===== config.mk =====
export PLATFORM = sky130hd
export DESIGN_NAME = epd_tcon
export DESIGN_NICKNAME = d
export VERILOG_FILES = /design/src/rtl/epd_tcon.sv
export SDC_FILE = /design/constraint.sdc
export NUM_CORES = 1
export LEC_CHECK = 0
export CAP_MARGIN = 25
export CORE_ASPECT_RATIO = 2
export CORE_UTILIZATION = 50
export DETAILED_ROUTE_END_ITERATION = 6
export PLACE_DENSITY = 0.75
export SLEW_MARGIN = 25
export SYNTH_ARGS = -nofsm -noshare
export SYNTH_HDL_FRONTEND = slang
export SYNTH_SLANG_ARGS = --single-unit

===== constraint.sdc =====
create_clock -name clk -period 6.02 [get_ports clk]
set_clock_uncertainty 0.15 [all_clocks]
set_input_delay 1.806 -clock clk [delete_from_list [all_inputs] [get_ports clk]]
set_output_delay 1.806 -clock clk [all_outputs]
set_load 0.01 [all_outputs]

===== src/rtl/epd_tcon.sv =====
// EPD timing controller: frame/line sequencing of gate and source drivers, pixel word serialisation.
// Optional build macro EPD_UNDERRUN_FILL_EN: substitute a zero word on underrun instead of stalling.
module epd_tcon #(
  parameter int H_WORDS      = 50,
  parameter int V_LINES      = 1200,
  parameter int FRAME_SETUP  = 16,
  parameter int LE_CYCLES    = 4,
  parameter int GDCLK_CYCLES = 8,
  parameter int LINE_GAP     = 16
) (
  input  logic        clk,
  input  logic        rst,
  input  logic        en,
  output logic        vsync,
  input  logic [63:0] pix_read,
  input  logic        pix_read_valid,
  output logic        pix_read_ready,
  output logic        epd_gdoe,
  output logic        epd_gdclk,
  output logic        epd_gdsp,
  output logic        epd_sdclk,
  output logic        epd_sdle,
  output logic        epd_sdoe,
  output logic [15:0] epd_sd,
  output logic        epd_sdce0,
  output logic        busy,
  output logic        frame_done,
  output logic        underrun
);

  localparam int LW   = (V_LINES > 1) ? $clog2(V_LINES) : 1;
  localparam int WW   = (H_WORDS > 1) ? $clog2(H_WORDS) : 1;
  localparam int TM0  = (FRAME_SETUP > LE_CYCLES) ? FRAME_SETUP : LE_CYCLES;
  localparam int TM1  = (GDCLK_CYCLES > LINE_GAP) ? GDCLK_CYCLES : LINE_GAP;
  localparam int TMAX = (TM0 > TM1) ? TM0 : TM1;
  localparam int CW   = $clog2(TMAX + 1);

  typedef enum logic [2:0] {S_IDLE, S_FSTART, S_DATA, S_LATCH, S_GATE, S_GAP, S_FEND} state_t;

  state_t          state_r, state_s;
  logic [CW-1:0]   cnt_r, cnt_s;
  logic [LW-1:0]   line_r, line_s;
  logic [WW-1:0]   word_r, word_s;
  logic [1:0]      beat_r, beat_s;
  logic            ph_r, ph_s;
  logic            wait_r, wait_s;
  logic [63:0]     buf_r, buf_s;
  logic            vsync_s, gdoe_s, gdclk_s, gdsp_s, sdclk_s, sdle_s, sdoe_s, sdce0_s;
  logic            busy_s, done_s, underrun_s;
  logic [15:0]     sd_s;

  // Next-state, handshake and next-output decode; pins are the registered decode of the current state.
  always_comb begin
    state_s = state_r;  cnt_s = cnt_r;   line_s = line_r;  word_s = word_r;
    beat_s  = beat_r;   ph_s  = ph_r;    wait_s = wait_r;  buf_s  = buf_r;
    vsync_s = 1'b0;  gdoe_s = 1'b0;  gdclk_s = 1'b0;  gdsp_s = 1'b1;
    sdclk_s = 1'b0;  sdle_s = 1'b0;  sdoe_s  = 1'b0;  sdce0_s = 1'b1;
    busy_s  = 1'b1;  done_s = 1'b0;  underrun_s = underrun;  sd_s = epd_sd;
    pix_read_ready = 1'b0;
    case (state_r)
      S_IDLE: begin
        busy_s = 1'b0;
        if (en) begin
          state_s = S_FSTART;
          cnt_s   = {CW{1'b0}};
        end else begin
          state_s = S_IDLE;
        end
      end
      S_FSTART: begin
        vsync_s = (cnt_r == {CW{1'b0}});
        gdoe_s = 1'b1;  sdoe_s = 1'b1;  gdsp_s = 1'b0;  underrun_s = 1'b0;
        if (cnt_r == CW'(FRAME_SETUP - 1)) begin
          state_s = S_DATA;  cnt_s = {CW{1'b0}};  line_s = {LW{1'b0}};
          word_s = {WW{1'b0}};  beat_s = 2'd0;  ph_s = 1'b0;  wait_s = 1'b0;
        end else begin
          cnt_s = cnt_r + CW'(1);
        end
      end
      S_DATA: begin
        gdoe_s = 1'b1;  sdoe_s = 1'b1;  sdce0_s = 1'b0;
        gdsp_s = (line_r != {LW{1'b0}});
        if (wait_r) begin
          // Stalled at a word boundary: sdclk stays low and sd holds until a word arrives.
          pix_read_ready = 1'b1;
          if (pix_read_valid) begin
            buf_s  = pix_read;
            wait_s = 1'b0;
          end else begin
            wait_s = 1'b1;
          end
        end else if (!ph_r) begin
          if (word_r == {WW{1'b0}} && beat_r == 2'd0) begin
            // First cycle of the line: accepted word goes straight to the beat-0 register.
            pix_read_ready = 1'b1;
            if (pix_read_valid) begin
              buf_s = pix_read;  sd_s = pix_read[15:0];  ph_s = 1'b1;
            end else begin
              underrun_s = 1'b1;
`ifdef EPD_UNDERRUN_FILL_EN
              buf_s = 64'h0;  sd_s = 16'h0;  ph_s = 1'b1;
`else
              ph_s = 1'b0;
`endif
            end
          end else begin
            sd_s = buf_r[{beat_r, 4'd0} +: 16];
            ph_s = 1'b1;
          end
        end else begin
          sdclk_s = 1'b1;
          ph_s    = 1'b0;
          if (beat_r != 2'd3) begin
            beat_s = beat_r + 2'd1;
          end else if (word_r == WW'(H_WORDS - 1)) begin
            state_s = S_LATCH;  cnt_s = {CW{1'b0}};  beat_s = 2'd0;
          end else begin
            pix_read_ready = 1'b1;
            word_s = word_r + WW'(1);
            beat_s = 2'd0;
            if (pix_read_valid) begin
              buf_s = pix_read;
            end else begin
              underrun_s = 1'b1;
`ifdef EPD_UNDERRUN_FILL_EN
              buf_s = 64'h0;
`else
              wait_s = 1'b1;
`endif
            end
          end
        end
      end
      S_LATCH: begin
        gdoe_s = 1'b1;  sdoe_s = 1'b1;  sdle_s = 1'b1;
        gdsp_s = (line_r != {LW{1'b0}});
        if (cnt_r == CW'(LE_CYCLES - 1)) begin
          state_s = S_GATE;  cnt_s = {CW{1'b0}};
        end else begin
          cnt_s = cnt_r + CW'(1);
        end
      end
      S_GATE: begin
        gdoe_s = 1'b1;  sdoe_s = 1'b1;  gdclk_s = 1'b1;
        gdsp_s = (line_r != {LW{1'b0}});
        if (cnt_r == CW'(GDCLK_CYCLES - 1)) begin
          state_s = S_GAP;  cnt_s = {CW{1'b0}};
        end else begin
          cnt_s = cnt_r + CW'(1);
        end
      end
      S_GAP: begin
        gdoe_s = 1'b1;  sdoe_s = 1'b1;
        if (cnt_r != CW'(LINE_GAP - 1)) begin
          cnt_s = cnt_r + CW'(1);
        end else if (line_r == LW'(V_LINES - 1)) begin
          state_s = S_FEND;  cnt_s = {CW{1'b0}};
        end else begin
          state_s = S_DATA;  cnt_s = {CW{1'b0}};  line_s = line_r + LW'(1);
          word_s = {WW{1'b0}};  beat_s = 2'd0;  ph_s = 1'b0;  wait_s = 1'b0;
        end
      end
      S_FEND: begin
        done_s  = 1'b1;
        sd_s    = 16'h0;
        state_s = S_IDLE;
      end
      default: begin
        busy_s  = 1'b0;
        state_s = S_IDLE;
      end
    endcase
  end

  // State, counters, word buffer and registered driver outputs.
  always_ff @(posedge clk or posedge rst) begin
    if (rst) begin
      state_r <= S_IDLE;  cnt_r <= {CW{1'b0}};  line_r <= {LW{1'b0}};  word_r <= {WW{1'b0}};
      beat_r  <= 2'd0;    ph_r  <= 1'b0;        wait_r <= 1'b0;        buf_r  <= 64'h0;
      vsync <= 1'b0;  epd_gdoe <= 1'b0;  epd_gdclk <= 1'b0;  epd_gdsp <= 1'b1;
      epd_sdclk <= 1'b0;  epd_sdle <= 1'b0;  epd_sdoe <= 1'b0;  epd_sd <= 16'h0;
      epd_sdce0 <= 1'b1;  busy <= 1'b0;  frame_done <= 1'b0;  underrun <= 1'b0;
    end else begin
      state_r <= state_s;  cnt_r <= cnt_s;  line_r <= line_s;  word_r <= word_s;
      beat_r  <= beat_s;   ph_r  <= ph_s;   wait_r <= wait_s;  buf_r  <= buf_s;
      vsync <= vsync_s;  epd_gdoe <= gdoe_s;  epd_gdclk <= gdclk_s;  epd_gdsp <= gdsp_s;
      epd_sdclk <= sdclk_s;  epd_sdle <= sdle_s;  epd_sdoe <= sdoe_s;  epd_sd <= sd_s;
      epd_sdce0 <= sdce0_s;  busy <= busy_s;  frame_done <= done_s;  underrun <= underrun_s;
    end
  end

endmodule


==> key figures <==
Synth
  – Synth area leader: dfrtp_1
  – Library cells used by synthesis: between 50 and 60
  – Area contributors post-synth: dfrtp_1 51%, mux2_1 12%, mux4_2 6.2%
  – Fraction of registers with async set/reset: 1.00
  – Seq/Total Area, Yosys: 0.516
  – Syn Inst Count: roughly 480
  – Top-area cell type share of the netlist area: 0.507
  – Syn_area_per_cell: around 12 µm²
  – Yosys warns: 0
  – Synth Register Bits: roughly 120
  – Ys flop type: dfrtp_1
  – Post-synth EDFFs: 0
  – Syn nets: 555
  – Post-Syn Area: 5780 µm²

Cells and area
  – Ant diodes: 0
  – Multi-input logic area: between 2000 and 3000 µm²
  – Nets: approximately 650
  – Register Area: 2980 µm²
  – Final core occ: 0.655
  – Share of cells above drive strength 1: 0.124
  – Area grow syn2layout: 28.0%
  – Most common cell after layout, fill and taps aside: dfrtp_1
  – Leading cell types in the layout, fill and taps excluded: 117 x dfrtp_1, 95 x clkdlybuf4s50_1, 60 x mux2_1
  – # fillers: roughly 860
  – Fin cells: roughly 720

Die
  – Core Area: roughly 11000 µm²
  – Initial Util: 0.512
  – Die area: between 10000 and 15000 µm²
  – Die Y: roughly 150 µm
  – Horiz. Die Dim: 78.0 µm
  – Row count: between 50 and 60
  – I/O pins: 96

Detailed routing
  – Total Wirelength: around 13000 µm
  – TritonRoute pass-1 iters: 4
  – Via count: ~4200
  – Final antenna-violating net count: 0
  – Iteration-0 DRC Markers: around 210
  – Vias per inst: between 5 and 6
  – Average routed wire per standard cell: around 18 µm
  – DRC Markers: 0

Clock network
  – Root Driver: clkbuf_16
  – Setup Buffers After CTS: 0
  – Clk buf depth: 2
  – Hold bufs inserted after CTS: 0
  – H-tree levels: 4
  – Worst-path clk slew: ~0.06 ns
  – Post-CTS sizing: 0
  – Clk Latency, worst-skew pair: around 0.4 ns
  – CTS tree: yes
  – TritonCTS buffer count: 17
  – CTS sink count: between 100 and 150

Global route
  – GRT overflow: 0
  – Global Route Usage Sum: 0.240
  – Largest net degree at the start of global routing: 65
  – First-pass GRT wire length: 22200 µm
  – Vias in the first global route: between 4000 and 5000
  – Initial antenna violation count: 0

Setup path
  – R2R cell count: 7
  – Reg2reg end: buf_r[57]$_DFFE_PP0P_
  – Worst path slowest cell: dfrtp_1
  – Setup CP Type: register to output port
  – CP max FO: 19
  – Critical Path Max Stage Delay: about 0.67 ns
  – Crit path cell chain: inv_1, ha_1, nand4bb_1, nor4_2, nor3_1, nor2_1, clkdlybuf4s50_1
  – Crit start category: register
  – FF-to-FF setup slack: approximately 3.0 ns
  – Worst Path Arrival: approximately 2.8 ns
  – Critical path required time: slightly above 4 ns
  – Reg2reg start: beat_r[1]$_DFFE_PP0P_
  – Setup crit end kind: output port

Timing
  – Period Utilization, post-route: 0.788
  – Worst slew margin: 0.336
  – Min cycle time layout: roughly 4.7 ns
  – Slew Viols, Final: 0
  – Setup_tns: 0 ns
  – Post-route setup slack: between 1 and 1.5 ns
  – Final hold violation count: 0
  – Worst-margin pin slew: approximately 0.99 ns
  – Final setup fails: 0
  – Final hold slack: approximately 0.34 ns
  – RSZ-0062 raised after global routing: false
  – F_max: around 0.21 GHz

Min path
  – Hold WC Path Type: register to register
  – Hold Path Sink: buf_r[7]$_DFFE_PP0P_
  – Worst Hold Depth: 1
  – Min-delay src: buf_r[7]$_DFFE_PP0P_

Power and ir drop
  – Max IR drop VDD: between 0.2 and 0.3 mV
  – Static Leak: ~3.3 nW
  – PwrDens: between 400 and 500 nW/µm²

Placed design
  – PortBufs: 95
  – Final HPWL DP: about 9700 µm
  – Placement Setup Slack: roughly 1.7 ns
  – Global placer's final weighted congestion: slightly below 0.9
  – Placed Cells: slightly below 700

Status
  – Status: finished clean

Job
  – Max Cap Viol: 0
[cell usage after synthesis (8+ instances only)]
cell type,instances
nor2_1,20
inv_1,19
o21ai_0,10
nand4_1,8
nand2_1,45
clkbuf_1,17
dfrtp_1,117
nor3_1,13
mux4_2,16
a21oi_1,27
a311oi_1,16
mux2_1,60
ha_1,11
[power breakdown]
| group | internal, W | switching [W] | total (W) | leakage [nW] |
|---|---|---|---|---|
| Sequential | 0.00110 | 0.000238 | 0.00134 | 1.62 |
| Combinational | 0.000495 | 0.000396 | 0.000890 | 1.44 |
| Clock | 0.000628 | 0.000351 | 0.000979 | 0.274 |
[per-stage QoR]
step                      power, W  area (µm²)
final                      0.00321        7390
after global routing       0.00338        7390
after CTS                  0.00323        7380
after detailed placement   0.00224        6800
after global placement     0.00218        6800
after floorplan            0.00189        5780
[sequential cells by signal, indices dropped and copies added (netlist names)]
name / count
buf_r: 64
underrun: 1
beat_r: 2
vsync: 1
wait_r: 1
ph_r: 1
epd_sdce0: 1
line_r: 11
word_r: 6
epd_sdle: 1
epd_sdoe: 1
epd_gdsp: 1
epd_sd: 16
epd_sdclk: 1
busy: 1
frame_done: 1
cnt_r: 5
state_r: 3
epd_gdclk: 1
[logic make-up (layout without fill, tap and decap cells)]
group                      Yosys count  in the layout  synth area share
DFF                                119            119             0.516
muxes                               85             85             0.196
and+or+nand+nor                    121            121             0.107
buffers and inverters               48            151            0.0409
adders and majority gates           11             11            0.0238
AOI/OAI and AO/OA                   86             86             0.106
xor gates and xnor gates             6              6           0.00910
[worst max-delay path by stage]
stage	startpoint	endpoint	slack [ns]
final	beat_r[1]$_DFFE_PP0P_	pix_read_ready	1.28
after global routing	state_r[0]$_DFFE_PP0P_	pix_read_ready	1.08
after CTS	beat_r[1]$_DFFE_PP0P_	pix_read_ready	1.27
after detailed placement	beat_r[1]$_DFFE_PP0P_	pix_read_ready	1.69
after global placement	beat_r[1]$_DFFE_PP0P_	pix_read_ready	1.80
after floorplan	rst	beat_r[0]$_DFFE_PP0P_	0.91
[layer usage]
metal | global-route usage | up-vias | part of all wire
li1 | - | 1940 | -
met1 | 0.256 | 2121 | 0.36
met2 | 0.443 | 119 | 0.57
met3 | 0.0516 | 32 | 0.032
met4 | 0.110 | 0 | 0.036
met5 | 0 | - | 0
[area by class of cell]
| cell class | count | share of cell area |
|---|---|---|
| flip-flops and latches | 119 | 0.403 |
| clock inverters | 11 | 0.0171 |
| inverters | 19 | 0.00999 |
| well taps | 142 | 0.0240 |
| multi-input cells | 309 | 0.349 |
| clock buffers | 20 | 0.0618 |
| repair buffers | 101 | 0.135 |
[critical path, delay by kind of cell, from the launching register on]
kind | cells | cell delay (ns)
AND/OR/NAND/NOR | 4 | 0.83
buffers and inverters | 2 | 0.71
flip-flops | 1 | 0.67
adder cells (fa/ha/maj) | 1 | 0.17
Note: power is estimated with default switching activity, not from simulation.
